`src/rtl/cheb_stim_source.sv`:
```
// AXI-Stream stimulus generator (impulse / step / ramp / square) with full backpressure support.
// Optional m_axis_last output enabled by defining CHEB_SRC_LAST_EN.
module cheb_stim_source #(
    parameter int DATA_WIDTH = 32,
    parameter int LEN_WIDTH  = 16
) (
    input  logic                  axi_clk,
    input  logic                  axi_reset,
    input  logic                  start,
    input  logic                  abort,
    input  logic [1:0]            mode,
    input  logic [LEN_WIDTH-1:0]  frame_len,
    input  logic [DATA_WIDTH-1:0] amplitude,
    input  logic [DATA_WIDTH-1:0] ramp_step,
    input  logic [LEN_WIDTH-1:0]  half_period,
    output logic                  m_axis_valid,
    output logic [DATA_WIDTH-1:0] m_axis_data,
    input  logic                  m_axis_ready,
`ifdef CHEB_SRC_LAST_EN
    output logic                  m_axis_last,
`endif
    output logic                  busy,
    output logic                  done,
    output logic [LEN_WIDTH-1:0]  sample_count
);

    typedef enum logic [1:0] {S_IDLE, S_RUN, S_DONE} state_t;
    state_t state;

    logic [1:0]            mode_q;
    logic [LEN_WIDTH-1:0]  len_q;
    logic [DATA_WIDTH-1:0] amp_q;
    logic [DATA_WIDTH-1:0] step_q;
    logic [LEN_WIDTH-1:0]  hp_q;
    logic [LEN_WIDTH-1:0]  n;
    logic [DATA_WIDTH-1:0] acc;
    logic [LEN_WIDTH-1:0]  sq_cnt;
    logic                  sq_neg;
    logic                  abort_q;
    logic                  last_q;

    logic [LEN_WIDTH:0]    n_next_w;
    logic                  more;
    logic                  next_is_last;
    logic [DATA_WIDTH-1:0] acc_next;
    logic [LEN_WIDTH-1:0]  sq_cnt_next;
    logic                  sq_neg_next;
    logic [DATA_WIDTH-1:0] sample_next;

    assign busy = (state != S_IDLE);

    // Next-sample precomputation so the following beat can be registered on the handshake edge.
    always_comb begin
        n_next_w     = {1'b0, n} + (LEN_WIDTH+1)'(1);
        more         = n_next_w < {1'b0, len_q};
        next_is_last = (n_next_w + (LEN_WIDTH+1)'(1)) == {1'b0, len_q};
        acc_next     = acc + step_q;
        sq_cnt_next  = sq_cnt + LEN_WIDTH'(1);
        sq_neg_next  = sq_neg;
        if (({1'b0, sq_cnt} + (LEN_WIDTH+1)'(1)) == {1'b0, hp_q}) begin
            sq_cnt_next = '0;
            sq_neg_next = ~sq_neg;
        end
        case (mode_q)
            2'd0:    sample_next = '0;
            2'd1:    sample_next = amp_q;
            2'd2:    sample_next = acc_next;
            default: sample_next = sq_neg_next ? ('0 - amp_q) : amp_q;
        endcase
    end

    always_ff @(posedge axi_clk) begin
        if (axi_reset) begin
            state        <= S_IDLE;
            m_axis_valid <= 1'b0;
            m_axis_data  <= '0;
            done         <= 1'b0;
            sample_count <= '0;
            mode_q       <= '0;
            len_q        <= '0;
            amp_q        <= '0;
            step_q       <= '0;
            hp_q         <= '0;
            n            <= '0;
            acc          <= '0;
            sq_cnt       <= '0;
            sq_neg       <= 1'b0;
            abort_q      <= 1'b0;
            last_q       <= 1'b0;
        end else begin
            case (state)
                S_IDLE: begin
                    done <= 1'b0;
                    if (start) begin
                        mode_q       <= mode;
                        len_q        <= frame_len;
                        amp_q        <= amplitude;
                        step_q       <= ramp_step;
                        hp_q         <= (half_period == '0) ? LEN_WIDTH'(1) : half_period;
                        n            <= '0;
                        acc          <= '0;
                        sq_cnt       <= '0;
                        sq_neg       <= 1'b0;
                        abort_q      <= 1'b0;
                        sample_count <= '0;
                        if (frame_len == '0) begin
                            state <= S_DONE;
                            done  <= 1'b1;
                        end else begin
                            state        <= S_RUN;
                            m_axis_valid <= 1'b1;
                            m_axis_data  <= (mode == 2'd2) ? '0 : amplitude;
                            last_q       <= (frame_len == LEN_WIDTH'(1));
                        end
                    end
                end
                S_RUN: begin
                    if (abort) abort_q <= 1'b1;
                    if (m_axis_ready) begin
                        sample_count <= sample_count + LEN_WIDTH'(1);
                        if (more && !abort_q && !abort) begin
                            n           <= n_next_w[LEN_WIDTH-1:0];
                            acc         <= acc_next;
                            sq_cnt      <= sq_cnt_next;
                            sq_neg      <= sq_neg_next;
                            m_axis_data <= sample_next;
                            last_q      <= next_is_last;
                        end else begin
                            m_axis_valid <= 1'b0;
                            last_q       <= 1'b0;
                            state        <= S_DONE;
                            done         <= 1'b1;
                        end
                    end
                end
                default: begin
                    done  <= 1'b0;
                    state <= S_IDLE;
                end
            endcase
        end
    end

`ifdef CHEB_SRC_LAST_EN
    assign m_axis_last = last_q;
`endif

endmodule

```
`config.mk`:
```
export PLATFORM = sky130hd
export DESIGN_NAME = cheb_stim_source
export DESIGN_NICKNAME = d
export VERILOG_FILES = /design/src/rtl/cheb_stim_source.sv
export SDC_FILE = /design/constraint.sdc
export NUM_CORES = 1
export LEC_CHECK = 0
export BUFFER_PORTS_ARGS = -buffer_cell sky130_fd_sc_hd__buf_4
export CAP_MARGIN = 20
export CELL_PAD_IN_SITES_DETAIL_PLACEMENT = 1
export CELL_PAD_IN_SITES_GLOBAL_PLACEMENT = 1
export CORE_MARGIN = 5
export CORE_UTILIZATION = 35
export CTS_BUF_LIST = sky130_fd_sc_hd__clkbuf_16
export CTS_CLUSTER_DIAMETER = 120
export DETAILED_ROUTE_END_ITERATION = 8
export PLACE_DENSITY = 0.72
export SYNTH_ARGS = -nofsm -noshare
export SYNTH_HDL_FRONTEND = slang
export SYNTH_SLANG_ARGS = --single-unit
```
`constraint.sdc`:
```
create_clock -name axi_clk -period 6.4 [get_ports axi_clk]
set_input_delay 1.28 -clock axi_clk [delete_from_list [all_inputs] [get_ports axi_clk]]
set_output_delay 1.28 -clock axi_clk [all_outputs]
set_load 0.01 [all_outputs]
```
==> flow_summary.json, run 1 <==
{
  "drcViolationCount": 0,
  "fin_area_sq_um": 14500,
  "synth_area_sq_um": 12000,
  "crit_path_start_kind": "register",
  "cp_max_fo": 20,
  "maxCapViolCount": 0,
  "critPathKind": "register to register",
  "vias_per_cell": 5.63,
  "core-area_sq_um": 34300,
  "hold_class": "register to register",
  "fin_nets": 1815,
  "whs_ns": 0.455,
  "fill_cells": 4196,
  "synth_top_area_share_pct": 35.9,
  "postCtsHoldBufs": 0,
  "place_area_sq_um": 13600,
  "cts_resized": 0,
  "gp_congestion": 0.868,
  "cts_htree_levels": 1,
  "grt_pass1_vias": 12300,
  "synth.top_cells.by_area": "dfxtp_1 (36%), nand2_1 (8.3%), a21oi_1 (8.0%)",
  "die_w_microns": 196,
  "ant_nets": 0,
  "post-cts-setup-buffers": 0,
  "synth_area_per_cell_sq_um": 7.75,
  "cts_sinks": 216,
  "clkTransAtPathRegs_ns": 0.06,
  "crit_slowest_cell": "nor2_1",
  "setup_viol": 0,
  "pin_count": 154,
  "seq_area_frac_synth_pct": 35.9,
  "syn_to_final_growth_pct": 20.1,
  "fin_total_pwr_w": 0.00376,
  "cp-end-kind": "register",
  "dr_total_vias": 12000,
  "crit_top_cell": "and3_1",
  "yosysWarnings": 0,
  "timing.final.crit_share_pct": 78.2,
  "synthDistinctLibCells": 73,
  "grt_use_total_pct": 21.5,
  "clkLatencyLatePin_ns": 0.55,
  "synth_edf_count": 0,
  "numCtsBuffers": 27,
  "tns_ns": 0,
  "leakage_nw": 5.91,
  "cts_root_buffer": "clkbuf_16",
  "clk_path_buf_depth": 3,
  "report.final.slew_viol_count": 0,
  "placementRows": 68,
  "power.density_nw_per_um2": 260,
  "min_period_ns": 5.00,
  "fmax_mhz": 200,
  "crit_chain": "nand3_1, nor2_1, and3_1, and3_1, and3_1, and3_1, nand3_1, xnor2_1, ha_1, a2111oi_0, o311a_1, o21ai_1, a21o_2, nor2_1, nand2_1, or3_1, a21oi_1",
  "antenna_cells": 0,
  "drive_gt1_share_pct": 14.0,
  "die-area_sq_um": 38200,
  "ys_seq_elements": 216,
  "cp.arrival_ns": 5.46,
  "initial_core_util_pct": 35.1,
  "synthFlopType": "dfxtp_1",
  "hold_viol": 0,
  "die_y_microns": 196,
  "async_reset_ff_share_pct": 0,
  "cts_tree": "done",
  "tightest_slew_ns": 1.03,
  "routed_wl_microns": 43100,
  "antenna_found_initial": 0,
  "slew_headroom_pct": 31.3,
  "rsz0062_at_grt": "no",
  "grt_max_degree": 133,
  "firstDrtPassIters": 5,
  "status": "finished, final reports clean",
  "grt_overflow_total": 0,
  "io_buffers": 153,
  "critPathRequiredTime_ns": 6.85,
  "utilization_pct": 42.2,
  "wl_per_cell_microns": 20.2,
  "yosysTopAreaCell": "dfxtp_1",
  "detailed_place_hpwl_microns": 30500,
  "grt_pass1_wl_microns": 67400,
  "cpPeakStageDelay_ns": 0.57,
  "vdd_drop_max_uv": 191,
  "postSynthCellCount": 1555,
  "first_iter_violations": 504,
  "syn-num-nets": 1709,
  "fin_worst_skew_ns": 0.0294
}
per-stage QoR:
stage               setup WS [ns]  instances
finish                       1.40       2135
global route                0.891       2135
CTS                          1.45       2135
detailed placement           1.48       2087
global placement             1.68       2087
floorplan                    2.26       1555
layout by cell type, fill, tap and decap left out, types with 27 or more instances in the layout:
cell and n:
nand2_1 266, dfxtp_1 216, a21oi_1 192, buf_4 167
nor2_1 136, o21ai_0 71, xnor2_1 52, ha_1 50
xor2_1 39, a22oi_1 39, nand3_1 38, inv_1 35
clkbuf_16 27
final timing paths:
kind                 start    endpoint  slack [ns]  cells after the start
setup / recovery      n[0]  sq_cnt[15]        1.40                     17
hold / removal    len_q[9]    len_q[9]        0.46                      2
setup reg to reg      n[0]  sq_cnt[15]        1.40                     17
hold reg to reg   len_q[9]    len_q[9]        0.46                      2
critical path: cells and delay by family, from the launching register on:
family | cells | cell delay (ns)
AO/OA/AOI/OAI | 5 | 1.45
flip-flops | 1 | 0.42
XOR/XNOR | 1 | 0.21
AND/OR/NAND/NOR | 10 | 2.53
adder cells (fa/ha/maj) | 1 | 0.29
registers in the layout, indices dropped and copies added (netlist names):
name          count
abort_q           1
acc              32
amp_q            32
done              1
hp_q             16
len_q            16
m_axis_data      32
m_axis_valid      1
mode_q            2
n                16
sample_count     16
sq_cnt           16
sq_neg            1
state             2
step_q           32
power by group:
| part | switching [W] | leakage (nW) | internal, W |
|---|---|---|---|
| Combinational | 0.000450 | 3.70 | 0.000256 |
| Clock | 0.000617 | 0.442 | 0.000926 |
| Sequential | 0.0000800 | 1.76 | 0.00143 |
metal layers:
metal / GRT usage (%) / vias up / part of all wire, %
met3: 3.04 / 86 / 3.7
met1: 26.9 / 5926 / 44
li1: - / 5774 / -
met5: 0 / - / 0
met2: 37.4 / 229 / 48
met4: 8.07 / 0 / 4.1
Yosys cell counts (all sizes together), types with 7 or more instances:
master	count
a2111oi	14
a211oi	16
a21o	27
a21oi	192
a221oi	12
a22o	12
a22oi	39
a31oi	13
and3	16
buf	15
clkbuf	77
dfxtp	216
ha	50
inv	32
mux2i	9
nand2	267
nand2b	14
nand3	39
nand3b	14
nand4	13
nor2	140
nor2b	7
nor3	23
nor4	16
o211ai	13
o21ai	74
o31ai	9
or3	20
or4	8
xnor2	52
xor2	39
layout make-up:
cell class                      count  area [sq um]  share of cell area [%]
Tap cell                          455           569                    3.94
Clock buffer                       27           676                    4.67
Timing Repair Buffer              169          1280                    8.88
Clock inverter                     21           208                    1.44
Sequential cell                   216          4320                    29.9
Multi-Input combinational cell   1214          7280                    50.3
Inverter                           33           124                   0.856
kinds of logic after synthesis:
family | Yosys count | synth area share [%]
simple gates | 601 | 23.0
compound gates | 462 | 24.3
flops | 216 | 35.9
buf+inv | 125 | 4.03
xor+xnor | 91 | 6.61
fa+ha+maj | 51 | 5.36
mux | 9 | 0.779
No activity file was read; power rests on OpenSTA's default activity.
==> run 2: changes to the inputs <==
--- a/config.mk
+++ b/config.mk
@@ -14,7 +14,7 @@
 export CTS_BUF_LIST = sky130_fd_sc_hd__clkbuf_16
 export CTS_CLUSTER_DIAMETER = 120
 export DETAILED_ROUTE_END_ITERATION = 8
-export PLACE_DENSITY = 0.72
+export PLACE_DENSITY = 0.75
 export SYNTH_ARGS = -nofsm -noshare
 export SYNTH_HDL_FRONTEND = slang
 export SYNTH_SLANG_ARGS = --single-unit
==> constraint.sdc (replaced) <==
create_clock -name axi_clk -period 4.2 [get_ports axi_clk]
set_input_delay 0.84 -clock axi_clk [delete_from_list [all_inputs] [get_ports axi_clk]]
set_output_delay 0.84 -clock axi_clk [all_outputs]
set_load 0.01 [all_outputs]
==> run 2 against run 1 <==
Critical path type unchanged. Non-clock buffer count grew 21. Utilization rose by 0.66 points. Via count hardly changed. First-iteration DRC count grew 5.2%. Highest routed layer is now met5. Combinational power is 59% higher. Global-route usage increased by 0.16 points.
==> flow_summary.json, run 2 (synthesized netlist as in run 1, its figures left out) <==
{
  "status": "finished, final reports clean",
  "cts_htree_levels": 1,
  "cp_num_cells": 16,
  "grt_use_total_pct": 21.6,
  "r2r_slack_ns": 0.19,
  "grt_pass1_wl_microns": 68000,
  "min_period_ns": 4.01,
  "crit_family": "simple AND/OR/NAND/NOR gates",
  "wl_per_cell_microns": 20.0,
  "maxCapViolCount": 0,
  "seqCellArea_sq_um": 4330,
  "crit_chain": "nand3_2, nor2_2, and3_1, and3_4, and3_1, and3_2, nand3_1, xnor2_2, ha_1, a2111oi_2, o311a_1, o21ai_4, a21o_4, or2_4, or4_1, a21oi_2",
  "leakage_nw": 6.01,
  "clk_path_buf_depth": 3,
  "routed_wl_microns": 43200,
  "die-area_sq_um": 38200,
  "clkTransAtPathRegs_ns": 0.06,
  "setup_viol": 0,
  "first_iter_violations": 530,
  "worstReg2RegEnd": "sq_cnt[7]",
  "cp_max_fo": 6,
  "cts_sinks": 216,
  "cpPeakStageDelay_ns": 0.43,
  "grt_pass1_vias": 12400,
  "fin_nets": 1836,
  "postCtsHoldBufs": 0,
  "timing.final.crit_share_pct": 95.4,
  "fin_worst_skew_ns": 0.0275,
  "vias_per_cell": 5.58,
  "drive_gt1_share_pct": 16.0,
  "endpoint": "sq_cnt[7]",
  "critPathKind": "register to register",
  "io_buffers": 153,
  "reg2regPathDepth": 16,
  "startpoint": "n[0]",
  "cp-end-kind": "register",
  "grt_max_degree": 77,
  "multi_input_area_sq_um": 7370,
  "r2r_start": "n[0]",
  "gp_congestion": 0.893,
  "vdd_drop_max_uv": 301,
  "fmax_mhz": 250,
  "place_area_sq_um": 13800,
  "power.density_nw_per_um2": 379,
  "critPathRequiredTime_ns": 4.66,
  "tns_ns": 0,
  "report.final.slew_viol_count": 0,
  "utilization_pct": 42.9,
  "clkLatencyLatePin_ns": 0.55,
  "dr_total_vias": 12000,
  "initial_core_util_pct": 35.1,
  "crit_path_start_kind": "register",
  "tightest_slew_ns": 0.970,
  "cp.arrival_ns": 4.47,
  "slew_headroom_pct": 35.3,
  "fill_cells": 4185,
  "final_common_cell": "nand2_1",
  "hold_viol": 0,
  "final_cell_mix": "nand2_1 (266), dfxtp_1 (212), a21oi_1 (191)",
  "fin_area_sq_um": 14700,
  "placementRows": 68,
  "path_buf_inv": 0,
  "pin_count": 154,
  "drcViolationCount": 0,
  "core-area_sq_um": 34300,
  "numCtsBuffers": 27,
  "cts_tree": "done",
  "grt_overflow_total": 0,
  "die_w_microns": 196,
  "crit_top_cell": "and3_1",
  "firstDrtPassIters": 5,
  "syn_to_final_growth_pct": 21.9,
  "antenna_found_initial": 1,
  "ant_nets": 0,
  "hold_class": "register to register",
  "antenna_cells": 0,
  "cts_root_buffer": "clkbuf_16",
  "detailed_place_hpwl_microns": 31500,
  "crit_slowest_cell": "or4_1",
  "die_y_microns": 196
}
run 2: layout make-up:
class	instances	share of cell area, %
Tap cell	455	3.87
Clock inverter	20	0.860
Sequential cell	216	29.5
Multi-Input combinational cell	1214	50.1
Clock buffer	27	4.60
Inverter	33	0.843
Timing Repair Buffer	190	10.2
run 2: worst min path at each step:
stage               cells after the start  slack [ns]      start        end
finish                                  2        0.45       done       done
global route                            2        0.48  step_q[5]  step_q[5]
CTS                                     2        0.45       done       done
detailed placement                      2        0.45       done       done
global placement                        2        0.44       done       done
floorplan                               2        0.44  len_q[10]  len_q[10]
run 2: worst min-delay path, delay by kind of cell (launching register included):
family / cells / cell delay, ns
AOI/OAI and AO/OA: 1 / 0.05
DFF: 1 / 0.31
buffers and inverters: 1 / 0.05
run 2: timing repair:
action	in CTS	in global routing
setup buffers	2	0
setup endpoints to repair	16	58
pin swaps	2	2
endpoints found under the hold margin	0	0
gates resized for setup	4	27
run 2: metrics by stage:
step / setup WS [ns] / total power, W / hold WS, ns / instances
global placement: 0.121 / 0.00341 / 0.437 / 2106
CTS: 0.0239 / 0.00562 / 0.455 / 2155
floorplan: 0.0646 / 0.00295 / 0.436 / 1555
detailed placement: -0.102 / 0.00345 / 0.446 / 2106
finish: 0.194 / 0.00556 / 0.453 / 2155
global route: -0.00766 / 0.00583 / 0.476 / 2155
run 2: metal layers:
metal | share of wire [%] | GRT usage, %
met5 | 0.025 | 0
met4 | 4.1 | 7.78
met1 | 43 | 27.2
met2 | 48 | 37.2
met3 | 4.7 | 3.69
run 2: power by group:
part	internal (W)	switching, W	total (W)
registers	0.00218	0.000125	0.00230
clock network	0.00122	0.000915	0.00214
logic	0.000422	0.000702	0.00112
